$ cat src/rtl/pulse_guard.sv
// Gate-pulse guard: input glitch filter, on-time limiter with truncation count,
// enforced minimum off-time, and a fail-safe FAULT state driven by link health.
module pulse_guard #(
    parameter int unsigned FILT_CYC    = 2,
    parameter int unsigned MAX_ON_CYC0 = 2000,
    parameter int unsigned MAX_ON_CYC1 = 4000,
    parameter int unsigned MAX_ON_CYC2 = 8000,
    parameter int unsigned MAX_ON_CYC3 = 16000,
    parameter int unsigned MIN_OFF_CYC = 4000,
    parameter int unsigned LINK_OK_CYC = 40000
) (
    input  logic       i_clk,
    input  logic       i_res,
    input  logic       i_pls,
    input  logic       i_link_ok,
    input  logic [1:0] i_max_on_sel,
    output logic       o_pls,
    output logic       o_trunc,
    output logic       o_fault,
    output logic [7:0] o_trunc_cnt
);

    localparam logic [1:0] ST_IDLE     = 2'd0;
    localparam logic [1:0] ST_ON       = 2'd1;
    localparam logic [1:0] ST_OFF_HOLD = 2'd2;
    localparam logic [1:0] ST_FAULT    = 2'd3;

    localparam logic [3:0]  FILT_LAST = 4'(FILT_CYC - 1);
    localparam logic [15:0] LIM0      = 16'(MAX_ON_CYC0);
    localparam logic [15:0] LIM1      = 16'(MAX_ON_CYC1);
    localparam logic [15:0] LIM2      = 16'(MAX_ON_CYC2);
    localparam logic [15:0] LIM3      = 16'(MAX_ON_CYC3);
    localparam logic [15:0] OFF_MIN   = 16'(MIN_OFF_CYC);
    localparam logic [15:0] LINK_LAST = 16'(LINK_OK_CYC - 1);

    logic        flt_q, flt_d;
    logic [3:0]  flt_cnt_q, flt_cnt_d;
    logic [1:0]  state_q, state_d;
    logic [15:0] on_cnt_q, on_cnt_d;
    logic [15:0] off_cnt_q, off_cnt_d;
    logic [15:0] link_cnt_q, link_cnt_d;
    logic [15:0] lim_q, lim_d;
    logic        trunc_q, trunc_d;
    logic [7:0]  trunc_cnt_q, trunc_cnt_d;
    logic [15:0] sel_lim;

    // Filter counts consecutive samples that disagree with the current level.
    // NOTE: every signal assigned in always_comb gets a default first, so no path leaves it unassigned and no latch is inferred.
    always_comb begin
        flt_d     = flt_q;
        flt_cnt_d = '0;
        if (i_pls != flt_q) begin
            if (flt_cnt_q == FILT_LAST) begin
                flt_d = i_pls;
            end else begin
                flt_cnt_d = flt_cnt_q + 4'd1;
            end
        end
    end

    always_comb begin
        sel_lim = LIM0;
        case (i_max_on_sel)
            2'b00:   sel_lim = LIM0;
            2'b01:   sel_lim = LIM1;
            2'b10:   sel_lim = LIM2;
            default: sel_lim = LIM3;
        endcase
    end

    always_comb begin
        state_d     = state_q;
        on_cnt_d    = on_cnt_q;
        off_cnt_d   = off_cnt_q;
        link_cnt_d  = link_cnt_q;
        lim_d       = lim_q;
        trunc_d     = 1'b0;
        trunc_cnt_d = trunc_cnt_q;

        // Link loss overrides everything, including a truncation due this cycle.
        if (!i_link_ok) begin
            state_d    = ST_FAULT;
            link_cnt_d = '0;
        end else begin
            case (state_q)
                ST_IDLE: begin
                    if (flt_q) begin
                        state_d  = ST_ON;
                        on_cnt_d = 16'd1;
                        lim_d    = sel_lim;
                    end
                end
                ST_ON: begin
                    if (!flt_q) begin
                        state_d   = ST_OFF_HOLD;
                        off_cnt_d = 16'd1;
                    end else if (on_cnt_q == lim_q) begin
                        state_d   = ST_OFF_HOLD;
                        off_cnt_d = 16'd1;
                        trunc_d   = 1'b1;
                        if (trunc_cnt_q != 8'hFF) begin
                            trunc_cnt_d = trunc_cnt_q + 8'd1;
                        end
                    end else begin
                        on_cnt_d = on_cnt_q + 16'd1;
                    end
                end
                ST_OFF_HOLD: begin
                    if (off_cnt_q >= OFF_MIN) begin
                        if (!flt_q) begin
                            state_d = ST_IDLE;
                        end
                    end else begin
                        off_cnt_d = off_cnt_q + 16'd1;
                    end
                end
                default: begin
                    // Current good sample counts toward the required run.
                    if (link_cnt_q >= LINK_LAST) begin
                        if (!flt_q) begin
                            state_d = ST_IDLE;
                        end
                    end else begin
                        link_cnt_d = link_cnt_q + 16'd1;
                    end
                end
            endcase
        end
    end

    // NOTE: sequential state uses non-blocking assignments so every register samples pre-edge values.
    always_ff @(posedge i_clk) begin
        if (i_res) begin
            flt_q       <= 1'b0;
            flt_cnt_q   <= '0;
            state_q     <= ST_FAULT;
            on_cnt_q    <= '0;
            off_cnt_q   <= '0;
            link_cnt_q  <= '0;
            lim_q       <= '0;
            trunc_q     <= 1'b0;
            trunc_cnt_q <= '0;
        end else begin
            flt_q       <= flt_d;
            flt_cnt_q   <= flt_cnt_d;
            state_q     <= state_d;
            on_cnt_q    <= on_cnt_d;
            off_cnt_q   <= off_cnt_d;
            link_cnt_q  <= link_cnt_d;
            lim_q       <= lim_d;
            trunc_q     <= trunc_d;
            trunc_cnt_q <= trunc_cnt_d;
        end
    end

    assign o_pls       = (state_q == ST_ON);
    assign o_fault     = (state_q == ST_FAULT);
    assign o_trunc     = trunc_q;
    assign o_trunc_cnt = trunc_cnt_q;

endmodule
$ cat config.mk
export PLATFORM = sky130hd
export DESIGN_NAME = pulse_guard
export DESIGN_NICKNAME = d
export VERILOG_FILES = /design/src/rtl/pulse_guard.sv
export SDC_FILE = /design/constraint.sdc
export NUM_CORES = 1
export LEC_CHECK = 0
export CAP_MARGIN = 20
export CELL_PAD_IN_SITES_DETAIL_PLACEMENT = 1
export CELL_PAD_IN_SITES_GLOBAL_PLACEMENT = 2
export CORE_MARGIN = 4
export CORE_UTILIZATION = 33
export DETAILED_ROUTE_END_ITERATION = 10
export PLACE_DENSITY = 0.72
export SKIP_CTS_REPAIR_TIMING = 1
export SYNTH_ARGS = -nofsm -noshare
export SYNTH_HDL_FRONTEND = slang
export SYNTH_SLANG_ARGS = --single-unit
$ cat constraint.sdc
create_clock -name i_clk -period 2 [get_ports i_clk]
set_input_delay 0.2 -clock i_clk [delete_from_list [all_inputs] [get_ports i_clk]]
set_output_delay 0.2 -clock i_clk [all_outputs]
set_load 0.01 [all_outputs]
==> key figures, run 1 <==
Setup path
  – Worst Path Arrival: 2260 ps
  – Worst reg-to-reg path cell count: 7
  – Critical path class: reg -> reg
  – Flop-to-flop setup slack: about 33 ps
  – CP max-delay cell: or4_4
  – Launching point of the worst reg2reg path: lim_q[13]$_SDFFE_PP0P_
  – Crit path launch type: flop
  – Crit Path Max Fanout: 5
  – Worst flop-to-flop path endpoint: o_trunc_cnt[5]$_SDFFE_PP0P_
  – Crit. End Element: flop
  – Worst stage delay on the critical path: roughly 400 ps
  – CP required: around 2300 ps
  – Critical path startpoint: lim_q[13]$_SDFFE_PP0P_
  – Critical path cell sequence: xor2_4 -> nor4_4 -> buf_4 -> nand4_1 -> buf_6 -> or4_4 -> a21oi_2

Yosys
  – Post-synth top flop: dfxtp_1
  – EDFF count, synth: 0
  – Synth top cells by count: dfxtp_1, nor2_1, a21oi_1
  – Synth unique cells: 56
  – Synth Instances: roughly 440
  – Post-synthesis sequential area ratio: between 40% and 50%
  – Mapped Area: about 3600 µm²
  – Yosys top cell by area: dfxtp_1
  – Syn Nets: 453
  – Yosys warns: 0
  – Leading cell type by number of instances after synthesis: dfxtp_1
  – Synth top area share: 40.6%
  – Synth Register Bits: 73
  – Fraction of registers with async set or reset after synthesis: 0%
  – Synth top area cells: dfxtp_1, a21oi_1, or3_1
  – Syn Area/Cell: just over 8 µm²

Placement
  – GPL Wtd Cong: around 0.8
  – Count of input and output buffers: 16
  – Inst Count DP: roughly 630
  – Post-DP HPWL: ~7300 µm

Power
  – Power Density: roughly 570 nW/µm²
  – Leak: approximately 1.6 nW
  – Maximum vdd ir drop: approximately 240 µV

Layout
  – Diode count: 0
  – Nets: roughly 520
  – Non-Filler Instances: roughly 640
  – Area delta synth->final: 29.3%
  – Share of cells above drive strength 1: a little over a fifth

STA
  – Slew headroom: between 60 and 70%
  – Final hold violation count: 0
  – Max Slew Vio Count: 0
  – Tcrit/Tclk final: a little over nine tenths
  – Final count of negative-setup-slack endpoints: 0
  – RSZ-0062 raised after global routing: true
  – Actual slew at the worst max-slew pin: between 400 and 500 ps
  – Clock period minus worst slack: 1970 ps
  – Worst Skew: between 10 and 15 ps
  – Hold slack: ~450 ps
  – FMAX: 508 MHz

Drt
  – Router iterations before antenna repair: 5
  – Drt wl/cell: between 15 and 20 µm
  – Vias/cell: approximately 5.3
  – # DRC: 0
  – Final WL: between 10,000 and 15,000 µm
  – Iteration-0 DRC Markers: approximately 140
  – Via Count: 3,423
  – Final antenna-violating net count: 0

CTS
  – H-tree levels: 3
  – CTS tree: built
  – CTS Sinks: 73
  – Worst-path clk slew: 80 ps
  – CTS root buf: clkbuf_8
  – Clk Latency, worst-skew pair: about 360 ps
  – Deepest clock path buffer count: 2
  – Cts bufs inserted: 9

Status
  – Outcome: finished clean

GRT
  – First-pass GRT wire length: about 18,000 µm
  – Antenna violations before repair: 0
  – Largest net degree at the start of global routing: 33
  – Tot GR Track Use: between 15 and 20%
  – Vias in the first global route: 3,699
  – Total grt overflow: 0

Worst hold path
  – Hold Path End: off_cnt_q[15]$_SDFFE_PP0P_
  – Hold Path Origin: off_cnt_q[15]$_SDFFE_PP0P_
  – Hold WC Path Type: reg -> reg
  – Hold depth: 2

Floorplanning
  – Die H: approximately 110 µm
  – IO Pins: 17
  – Starting Density: about a third
  – Cell Rows: 37
  – Die ar.: 12,700 µm²
  – DIE WIDTH: 112 µm
  – Core footprint: 10,500 µm²

Job
  – Max Cap Viol: 0
[area by class of cell]
class                           instances  area [µm²]
Clock buffer                           12         135
Clock inverter                          3        42.5
Fill cell                            1276        5800
Inverter                               20        75.1
Multi-Input combinational cell        330        2160
Sequential cell                        73        1480
Tap cell                              136         170
Timing Repair Buffer                   69         592
[layout by cell type (no fill, tap or decap), types with 4 or more instances in the layout]
| cell type | instances |
|---|---|
| a21oi_1 | 35 |
| clkdlybuf4s50_1 | 16 |
| a221oi_1 | 4 |
| clkbuf_8 | 9 |
| ha_1 | 8 |
| nor4_1 | 5 |
| o211ai_1 | 6 |
| nand4_1 | 11 |
| or3_1 | 28 |
| a21oi_2 | 4 |
| o21ai_0 | 32 |
| nor2_1 | 44 |
| dfxtp_2 | 9 |
| nand3_1 | 25 |
| dfxtp_1 | 62 |
| xor2_1 | 8 |
| xor2_2 | 6 |
| xnor2_1 | 5 |
| nand2_1 | 32 |
| inv_1 | 20 |
| buf_4 | 47 |
| and3_1 | 10 |
| nor3_1 | 10 |
[through the flow]
step	worst slack, ps	util [%]	setup TNS, ps	cell area, µm²	power, mW
after floorplan	69.9	-	0	3600	1.54
after global placement	34.8	40.6	0	4250	1.58
after detailed placement	-49.3	40.6	-50.8	4250	1.58
after CTS	-70.5	42.3	-129	4430	2.72
after global routing	-42.8	44.5	-422	4660	2.80
final	32.7	44.5	0	4660	2.67
[critical path: cells and delay by family, from the launching register on]
| kind | cells | cell delay, ps |
|---|---|---|
| AND/OR/NAND/NOR | 3 | 870 |
| buffers and inverters | 2 | 360 |
| flip-flops | 1 | 350 |
| XOR/XNOR | 1 | 190 |
| AO/OA/AOI/OAI | 1 | 120 |
[kinds of logic after synthesis]
| logic type | Yosys count | synth area share [%] |
|---|---|---|
| xor gates and xnor gates | 21 | 5.10 |
| and+or+nand+nor | 195 | 28.9 |
| buffers and inverters | 36 | 4.34 |
| adders and majority gates | 8 | 2.78 |
| AOI/OAI and AO/OA | 104 | 17.8 |
| muxes | 2 | 0.556 |
| DFF | 73 | 40.6 |
[metal layers]
layer  share of wire [%]  global-route usage, %
met1                  49                   21.7
met4                 2.0                   7.05
met3                 1.7                   2.75
met5                   0                      0
met2                  48                   28.2
[worst max path at each step]
stage	slack [ps]	cells after the start	end
finish	30	7	o_trunc_cnt[5]$_SDFFE_PP0P_
global route	-40	7	o_trunc_cnt[5]$_SDFFE_PP0P_
CTS	-70	6	link_cnt_q[5]$_SDFFE_PP0P_
detailed placement	-50	6	link_cnt_q[5]$_SDFFE_PP0P_
global placement	30	7	o_trunc_cnt[5]$_SDFFE_PP0P_
floorplan	70	6	link_cnt_q[11]$_SDFFE_PP0P_
[power by group]
part	switching, mW	internal (mW)	total, mW	leakage (nW)
registers	0.00743	1.46	1.46	0.593
clock network	0.553	0.569	1.12	0.0864
logic	0.0498	0.0305	0.0803	0.958
total	0.611	2.06	2.67	1.64
[sequential cells by signal, summed over array words and instances (netlist names)]
name	cells
link_cnt_q	16
off_cnt_q	16
on_cnt_q	16
lim_q	9
o_trunc_cnt	8
flt_cnt_q	4
state_q	2
flt_q	1
o_trunc	1
(Power assumes the default switching activity.)
==> inputs of run 2 (changes only) <==
Settings changed: TNS_END_PERCENT set to 10.
==> key figures, run 2 (synthesized netlist as in run 1, its figures left out) <==
Status
  – Outcome: finished clean

Drt
  – Iteration-0 DRC Markers: approximately 150
  – Final antenna-violating net count: 0
  – Via Count: approximately 3.4k
  – Vias/cell: about 5.3
  – Router iterations before antenna repair: 4
  – # DRC: 0
  – Final WL: between 10,000 and 15,000 µm
  – Drt wl/cell: roughly 16 µm

Worst hold path
  – Hold Path End: off_cnt_q[15]$_SDFFE_PP0P_
  – Hold WC Path Type: reg -> reg
  – Hold depth: 2
  – Hold Path Origin: off_cnt_q[15]$_SDFFE_PP0P_

Power
  – Overall power: around 2.7 mW
  – Leak: approximately 1.6 nW
  – Power Density: around 580 nW/µm²
  – Maximum vdd ir drop: 241 µV

Placement
  – Pre-CTS setup slack: -49.3 ps
  – Inst Count DP: around 630
  – Count of input and output buffers: 16
  – GPL Wtd Cong: 0.777
  – Post-DP HPWL: approximately 7300 µm

CTS
  – CTS root buf: clkbuf_8
  – H-tree levels: 3
  – CTS Sinks: 73
  – Clk Latency, worst-skew pair: ~360 ps
  – CTS tree: built
  – Cts bufs inserted: 9
  – Worst-path clk slew: around 80 ps
  – Deepest clock path buffer count: 2

Setup path
  – Worst Path Arrival: 2280 ps
  – Critical path class: reg -> reg
  – Crit. End Element: flop
  – Worst flop-to-flop path endpoint: o_trunc_cnt[5]$_SDFFE_PP0P_
  – Launching point of the worst reg2reg path: lim_q[13]$_SDFFE_PP0P_
  – Worst reg-to-reg path cell count: 7
  – CP required: around 2300 ps
  – Flop-to-flop setup slack: roughly 20 ps
  – Crit path launch type: flop
  – Crit Path Max Fanout: 5

STA
  – Slew headroom: between 60% and 70%
  – Setup ws final: ~20 ps
  – Max Slew Vio Count: 0
  – Final count of negative-setup-slack endpoints: 0
  – Actual slew at the worst max-slew pin: 478 ps
  – RSZ-0062 raised after global routing: true
  – Clock period minus worst slack: a little under 2000 ps
  – Final hold violation count: 0
  – FMAX: around 500 MHz
  – Tcrit/Tclk final: a little under 100%
  – Worst Skew: about 10 ps
  – TNS Setup: 0 ps
  – Hold slack: ~450 ps

Floorplanning
  – Starting Density: about a third
  – Cell Rows: 37
  – DIE WIDTH: approximately 110 µm
  – Die H: 112 µm
  – Core footprint: between 10,000 and 15,000 µm²
  – Die ar.: 12,700 µm²
  – IO Pins: 17

Layout
  – Nets: roughly 520
  – Area delta synth->final: 28.4%
  – Fill cell count: approximately 1.3k
  – Non-Filler Instances: 643
  – Most common cell after layout, fill and taps aside: dfxtp_1
  – Top Registers: link_cnt_q: 16 flops, off_cnt_q: 16 flops, on_cnt_q: 16 flops
  – Most frequent cells in the layout: dfxtp_1, buf_4, nor2_1
  – Share of cells above drive strength 1: about 20%
  – Diode count: 0

GRT
  – Total grt overflow: 0
  – Antenna violations before repair: 0
  – First-pass GRT wire length: roughly 18,000 µm
  – Tot GR Track Use: 16.9%
  – Vias in the first global route: about 3.7k
  – Largest net degree at the start of global routing: 33

Job
  – Max Cap Viol: 0
run 2: cell counts in the layout (fill, tap and decap cells not counted):
No cell type changed its count.
run 2: cell type report:
type / count / area, µm² / area share, %
timing repair buffer: 69 / 588 / 12.7
clock buffer: 12 / 135 / 2.92
clock inverter: 3 / 42.5 / 0.919
tap: 136 / 170 / 3.68
inverter: 20 / 75.1 / 1.62
sequential: 73 / 1480 / 31.9
multi-input combinational: 330 / 2140 / 46.3
run 2: report_power, final:
part           switching, mW  internal (mW)  total, mW
combinational         0.0499         0.0305     0.0804
sequential           0.00757           1.46       1.46
clock                  0.558          0.569       1.13
run 2: stage by stage:
step / instance area [µm²] / utilization [%]
after floorplan: 3600 / -
after global placement: 4250 / 40.6
after detailed placement: 4250 / 40.6
after CTS: 4430 / 42.3
after global routing: 4630 / 44.2
final: 4630 / 44.2
run 2: critical path, cell delays in order (launching register included):
cell and delay, ps:
dfxtp_2 350, xor2_4 190, nor4_4 310, buf_4 180, nand4_1 160, buf_6 180, or4_4 410, a21oi_2 120
run 2: layer usage:
layer | up-vias | routed length (µm) | part of all wire (%) | global-route usage (%)
met3 | 14 | 172 | 1.7 | 2.75
met1 | 1667 | 5020 | 49 | 21.7
met2 | 28 | 4940 | 48 | 28.2
li1 | 1714 | - | - | -
met5 | - | 0 | 0 | 0
met4 | 0 | 207 | 2.0 | 7.05
run 2: how the worst max path moves through the flow:
stage	start	endpoint	slack, ps
detailed placement	link_cnt_q[6]$_SDFFE_PP0P_	link_cnt_q[5]$_SDFFE_PP0P_	-50
global placement	i_link_ok	o_trunc_cnt[5]$_SDFFE_PP0P_	30
floorplan	link_cnt_q[6]$_SDFFE_PP0P_	link_cnt_q[11]$_SDFFE_PP0P_	70
global route	lim_q[13]$_SDFFE_PP0P_	o_trunc_cnt[5]$_SDFFE_PP0P_	-60
CTS	link_cnt_q[6]$_SDFFE_PP0P_	link_cnt_q[5]$_SDFFE_PP0P_	-70
finish	lim_q[13]$_SDFFE_PP0P_	o_trunc_cnt[5]$_SDFFE_PP0P_	20
